**src/rtl/msg_loader.sv**
```systemverilog
// Pushbutton message loader: debounces key_n and packs three 2-bit characters into a word.
// Optional sticky overrun flag enabled by defining MSG_LOADER_OVERRUN_EN.
module msg_loader #(
    parameter int unsigned DEBOUNCE_CYCLES = 500000
) (
    input  logic       CLOCK_50,
    input  logic       reset,
    input  logic       key_n,
    input  logic [1:0] char_in,
    input  logic       word_ack,
    output logic [5:0] word,
    output logic       word_valid,
    output logic [1:0] char_count,
    output logic       overrun
);

    localparam int unsigned CNT_W = (DEBOUNCE_CYCLES > 1) ? $clog2(DEBOUNCE_CYCLES) : 1;
    localparam logic [CNT_W-1:0] CNT_LAST = CNT_W'(DEBOUNCE_CYCLES - 1);

    typedef enum logic [1:0] {
        IDLE,
        FILL,
        FULL
    } state_t;

    logic [1:0]       sync;
    logic             stable;
    logic [CNT_W-1:0] cnt;
    logic             press_c;

    state_t     state, state_nx;
    logic [5:0] word_nx;
    logic [1:0] count_nx;

    // Synchronizer and debouncer; stable level follows input after a full run of mismatches
    always_ff @(posedge CLOCK_50) begin
        if (reset) begin
            sync   <= 2'b11;
            stable <= 1'b1;
            cnt    <= '0;
        end else begin
            sync <= {sync[0], key_n};
            if (sync[1] == stable) begin
                cnt <= '0;
            end else if (cnt == CNT_LAST) begin
                stable <= sync[1];
                cnt    <= '0;
            end else begin
                cnt <= cnt + CNT_W'(1);
            end
        end
    end

    // Press event fires in the cycle the stable level is about to fall
    assign press_c = stable & ~sync[1] & (cnt == CNT_LAST);

    always_ff @(posedge CLOCK_50) begin
        if (reset) begin
            state      <= IDLE;
            word       <= '0;
            word_valid <= 1'b0;
            char_count <= '0;
        end else begin
            state      <= state_nx;
            word       <= word_nx;
            word_valid <= (state_nx == FULL);
            char_count <= count_nx;
        end
    end

    always_comb begin
        state_nx = state;
        word_nx  = word;
        count_nx = char_count;
        unique case (state)
            IDLE: begin
                if (press_c) begin
                    word_nx  = {char_in, 4'b0000};
                    count_nx = 2'd1;
                    state_nx = FILL;
                end
            end
            FILL: begin
                if (press_c) begin
                    if (char_count == 2'd1) begin
                        word_nx[3:2] = char_in;
                        count_nx     = 2'd2;
                    end else begin
                        word_nx[1:0] = char_in;
                        count_nx     = 2'd3;
                        state_nx     = FULL;
                    end
                end
            end
            FULL: begin
                // Ack releases the word; a coincident press starts the next word
                if (word_ack) begin
                    if (press_c) begin
                        word_nx  = {char_in, 4'b0000};
                        count_nx = 2'd1;
                        state_nx = FILL;
                    end else begin
                        count_nx = 2'd0;
                        state_nx = IDLE;
                    end
                end
            end
            default: begin
                state_nx = IDLE;
                word_nx  = '0;
                count_nx = '0;
            end
        endcase
    end

`ifdef MSG_LOADER_OVERRUN_EN
    logic drop_c;

    assign drop_c = (state == FULL) & press_c & ~word_ack;

    always_ff @(posedge CLOCK_50) begin
        if (reset) begin
            overrun <= 1'b0;
        end else if (drop_c) begin
            overrun <= 1'b1;
        end
    end
`else
    assign overrun = 1'b0;
`endif

endmodule

```
**config.mk**
```make
export PLATFORM = sky130hd
export DESIGN_NAME = msg_loader
export DESIGN_NICKNAME = d
export VERILOG_FILES = /design/src/rtl/msg_loader.sv
export SDC_FILE = /design/constraint.sdc
export NUM_CORES = 1
export LEC_CHECK = 0
export ABC_AREA = 1
export CAP_MARGIN = 20
export CORE_MARGIN = 2
export CORE_UTILIZATION = 30
export DETAILED_ROUTE_END_ITERATION = 12
export SLEW_MARGIN = 20
export SYNTH_ARGS = -nofsm -noshare
export SYNTH_HDL_FRONTEND = slang
export SYNTH_SLANG_ARGS = --single-unit
```
**constraint.sdc**
```tcl
create_clock -name CLOCK_50 -period 2.35 [get_ports CLOCK_50]
set_input_delay 0.47 -clock CLOCK_50 [delete_from_list [all_inputs] [get_ports CLOCK_50]]
set_output_delay 0.47 -clock CLOCK_50 [all_outputs]
set_load 0.01 [all_outputs]
```
======== After elaboration in Yosys (flattened, before gate mapping) ========
Cells that the tools add are included.
word-level totals
  flip-flop bits (word level) ............. 33
  output and inout bits ................... 10
  word-level logic and storage cells ...... 51
cells by class
  reduce and logical (&&, ||, !) cells .... 7
  bitwise logic cells ..................... 5
  mux-type cells .......................... 18
  eq/ne operators ......................... 11
  add/subtract/negate cells ............... 1
operator list
  kind                                                  count
  adder 19 x 1 -> 19 bit (second input constant)        1
  equality test 19 bit (second input constant)          1
  two-way mux 2 bit                                     9
  one-hot mux 2 bit (3 select lines)                    3
  two-way mux 6 bit                                     2
  one-hot mux 4 bit (3 select lines)                    1
  != test 2 bit (second input constant)                 5
  AND reduction 3 bit                                   3
  equality test 2 x 1 -> 1 bit (second input constant)  2
  equality test 2 bit (second input constant)           2
  two-way mux 4 bit                                     1
  AND reduction 2 bit                                   2
  inverter 1 bit                                        3
  OR reduction 3 bit                                    1
  AND 1 bit                                             2
  logical NOT 2 bit                                     1
  two-way mux 1 bit                                     2
  equality test 1 bit                                   1

======== Longest topological paths before layout ========
  depth after elaboration ................. 7
  gate-level depth with buffers ........... 11

======== Worst setup path after synthesis ========
Ideal clock, no wire load.
  path kind ............................... reg2reg
  from .................................... register cnt[0]
  to ...................................... register word[0]
  library setup time ...................... 0.113 ns
  data arrival time ....................... 1.425 ns
  data required time ...................... 2.237 ns
  cell stages (with the launch flop) ...... 11
  path buffers ............................ 0
  path slack .............................. 0.812 ns
  path through ............................ dfxtp_1 -> ha_1 -> nand3_1 -> nor3_4 -> nand3_2 -> nand2_1 -> nand2_2 -> nor2_4 -> nand2_1 -> nand2_1 -> nor2_1
on the way
  longest elaborated chain between the ends .. 5
  elaborated cells between the ends (all ways) .. 7
  classes of those cells .................. eq/ne: 2; mux: 3; bitwise: 1; reduce/logical: 1
RTL lines
  element                             line  RTL
  start, declared                     28    logic [CNT_W-1:0] cnt;
  start signal, assigned              49    cnt <= cnt + CNT_W'(1);
  equality test 19 bit *              55    assign press_c = stable & ~sync[1] & (cnt == CNT_LAST);
  AND 1 bit *                         55
  two-way mux 6 bit (2 in a row)      --
  one-hot mux 4 bit (3 select lines)  --
  end signal, assigned                65    word <= word_nx;
  end, declared                       11    output logic [5:0] word,
Mark *: on every way between the ends. The rest lies on a longest branch, timed or not. The select of a mux whose other input is x is not followed.
A chain may end at the register's enable or synchronous reset.

======== Worst setup path in the final report ========
  from .................................... register cnt[0]
  to ...................................... register cnt[18]
on the way
  longest elaborated chain between the ends .. 2
  elaborated cells between the ends (all ways) .. 3
  classes of those cells .................. add/sub: 1; eq/ne: 1; reduce/logical: 1
RTL lines
  element
  parallel branches: the longest is 2 deep, another holds adder 19 x 1 -> 19 bit
Several ways; the timed one is not identified.

==> impl_metrics.ini <==
[finish]
n_antenna_cell = 0
layoutNonFillerInstCount = 301
n_fill_cell = 515
drive_gt1_share_pct = 13.42
syn_to_final_growth_pct = 20.66
nNetsFinal = 238

[grt]
grt_usage_pct = 11.70
grt_pass1_wl_mm = 5.037
antenna_found_initial = 0
grt_pass1_vias = 1165
grt_max_degree = 18
gr-total-overflow = 0

[synthesis]
synth-seq-cells = 33
synth_area_leader_cell = dfxtp_1
yosysWarnings = 0
synth_nets = 219
synth_top_area_share_pct = 42.62
yosysSeqAreaShare_pct = 42.62
async_reset_ff_share_pct = 0
synth_area_mm2 = 0.001550
synth_edf_count = 0
netlist_instances = 211
synthTopCellsByCount = 39 x nand2_1, 33 x dfxtp_1, 33 x nor2_1
ys.flop_type = dfxtp_1
ys_types = 31
synthTopCellsByArea = dfxtp_1 43%, nand2_1 9.4%, nor2_1 8.0%
yosysMostFrequentCell = nand2_1
synth.avg_cell_area_um2 = 7.347

[placement]
post-place-ws_ns = 0.3796
dp_hpwl_mm = 2.165
place_congestion = 0.8290
placedCellCount = 293
port_buffers = 14

[sta]
post-route-min-period_ns = 1.747
rsz0062_at_grt = false
setup_viol = 0
fin_tns_setup_ns = 0
finalCritPeriodShare_pct = 74.32
hold_viol = 0
finClkSkew_ns = 0.009569
setup_ws_ns = 0.6035
timing.fmax_ghz = 0.5726
maxSlewViolCount = 0

[cts]
cts_tree = built
cts_buffer_depth = 2
clockRootBuffer = clkbuf_8
cts_made_buffers = 5
cts.sinks = 33
cts_hold_buf = 0
cts_htree_levels = 2
cts_setup_buffers = 0
clkLatencyLatePin_ns = 0.30
cts_resized = 0
path_clk_slew_ns = 0.07

[drt]
wl_per_cell_um = 9.635
first_pass_iters = 4
drc = 0
post_drt_via_cell_ratio = 4.395
wirelength_mm = 2.900
ant_nets = 0
via_count = 1323
drt_iter0_drc = 74

[worst_setup_path]
critPathMaxFanout = 3
crit_required_ns = 2.52
startpoint_type = register
critical_path_arrival_ns = 1.92
crit_type = reg -> reg
cp-end-kind = register

[pwr]
power.density_mw_per_mm2 = 568.4
peakVddDrop_uv = 201.9
leakage_nw = 0.7051

[floorplanning]
die_h_um = 75.89
die_x_um = 75.89
ios = 16
core.rowCount = 26
dieArea_mm2 = 0.005759
start_util_pct = 30.74
core-area_mm2 = 0.005042

[status]
status = finished clean

[flow_run]
maxCapViolations = 0

[min_path]
hold_path_class = reg -> reg
routing by layer:
| metal | vias to the layer above | share of wire [%] | wire length [um] | global-route usage [%] |
|---|---|---|---|---|
| li1 | 714 | - | - | - |
| met1 | 574 | 52 | 1504 | 15.66 |
| met2 | 28 | 40 | 1166 | 16.38 |
| met3 | 7 | 5.2 | 152 | 3.968 |
| met4 | 0 | 2.6 | 76 | 6.433 |
| met5 | - | 0 | 0 | 0 |
through the flow:
| stage | cell area, um^2 | hold WS, ns | power (mW) | util [%] |
|---|---|---|---|---|
| after global placement | 1769 | 0.3916 | 0.5983 | 35.09 |
| after detailed placement | 1769 | 0.3977 | 0.5984 | 35.09 |
| final | 1871 | 0.4096 | 1.063 | 37.10 |
| after CTS | 1871 | 0.4140 | 1.080 | 37.10 |
| after global routing | 1871 | 0.4420 | 1.106 | 37.10 |
| after floorplan | 1550 | 0.3895 | 0.5868 | - |
cell type report:
| class | count | area (um^2) | share of cell area, % |
|---|---|---|---|
| well taps | 70 | 87.58 | 4.682 |
| multi-input cells | 147 | 768.2 | 41.07 |
| flip-flops and latches | 33 | 660.6 | 35.32 |
| repair buffers | 15 | 147.6 | 7.893 |
| inverters | 28 | 105.1 | 5.619 |
| clock inverters | 1 | 5.005 | 0.2676 |
| clock buffers | 7 | 96.34 | 5.151 |
power breakdown:
group,internal [mW],switching (mW)
Combinational,0.0115,0.0119
Sequential,0.561,0.000629
Clock,0.265,0.213
Total,0.837,0.226
cells by family after synthesis:
| family | Yosys count | share of synthesized area [%] |
|---|---|---|
| other | 1 | 0.2419 |
| buffers and inverters | 31 | 7.828 |
| adder cells (fa/ha/maj) | 2 | 1.614 |
| AO/OA/AOI/OAI | 26 | 9.120 |
| AND/OR/NAND/NOR | 114 | 36.32 |
| XOR/XNOR | 4 | 2.260 |
| flip-flops | 33 | 42.61 |
path summary, 6_finish.rpt:
check | startpoint | end | slack, ns | cells after the start
worst max-delay path | cnt[0] | cnt[18] | 0.60 | 9
worst min-delay path | sync[0] | sync[1] | 0.41 | 1
worst max register to register | cnt[0] | cnt[18] | 0.60 | 9
worst min register to register | sync[0] | sync[1] | 0.41 | 1
placed cells by master (no fill, tap or decap), types with 3 or more instances in the layout:
cell / Yosys / routed
nor2_1: 33 / 33
inv_1: 27 / 27
clkbuf_8: 0 / 7
xor2_1: 4 / 4
nor3b_1: 3 / 3
o21ai_0: 7 / 7
nand4_1: 5 / 5
dfxtp_1: 33 / 33
or2_2: 5 / 5
a21oi_1: 14 / 14
clkdlybuf4s50_1: 0 / 14
nand3_2: 3 / 3
nor2_2: 5 / 5
nand2_1: 39 / 39
nand3_1: 9 / 9
state kept, by name, indices dropped and copies added, names as in the netlist:
name        cells
char_count      2
sync            2
cnt            19
word            6
word_valid      1
state           2
stable          1
critical path, stage by stage, from the launching register on:
cell     delay, ns
dfxtp_1       0.35
ha_1          0.19
nand2_1       0.09
nor2_2        0.17
nand2_1       0.14
nor2_2        0.18
nand3_1       0.14
nor2_1        0.14
and3_1        0.18
nor3_2        0.04
Note: power is estimated with default switching activity, not from simulation.
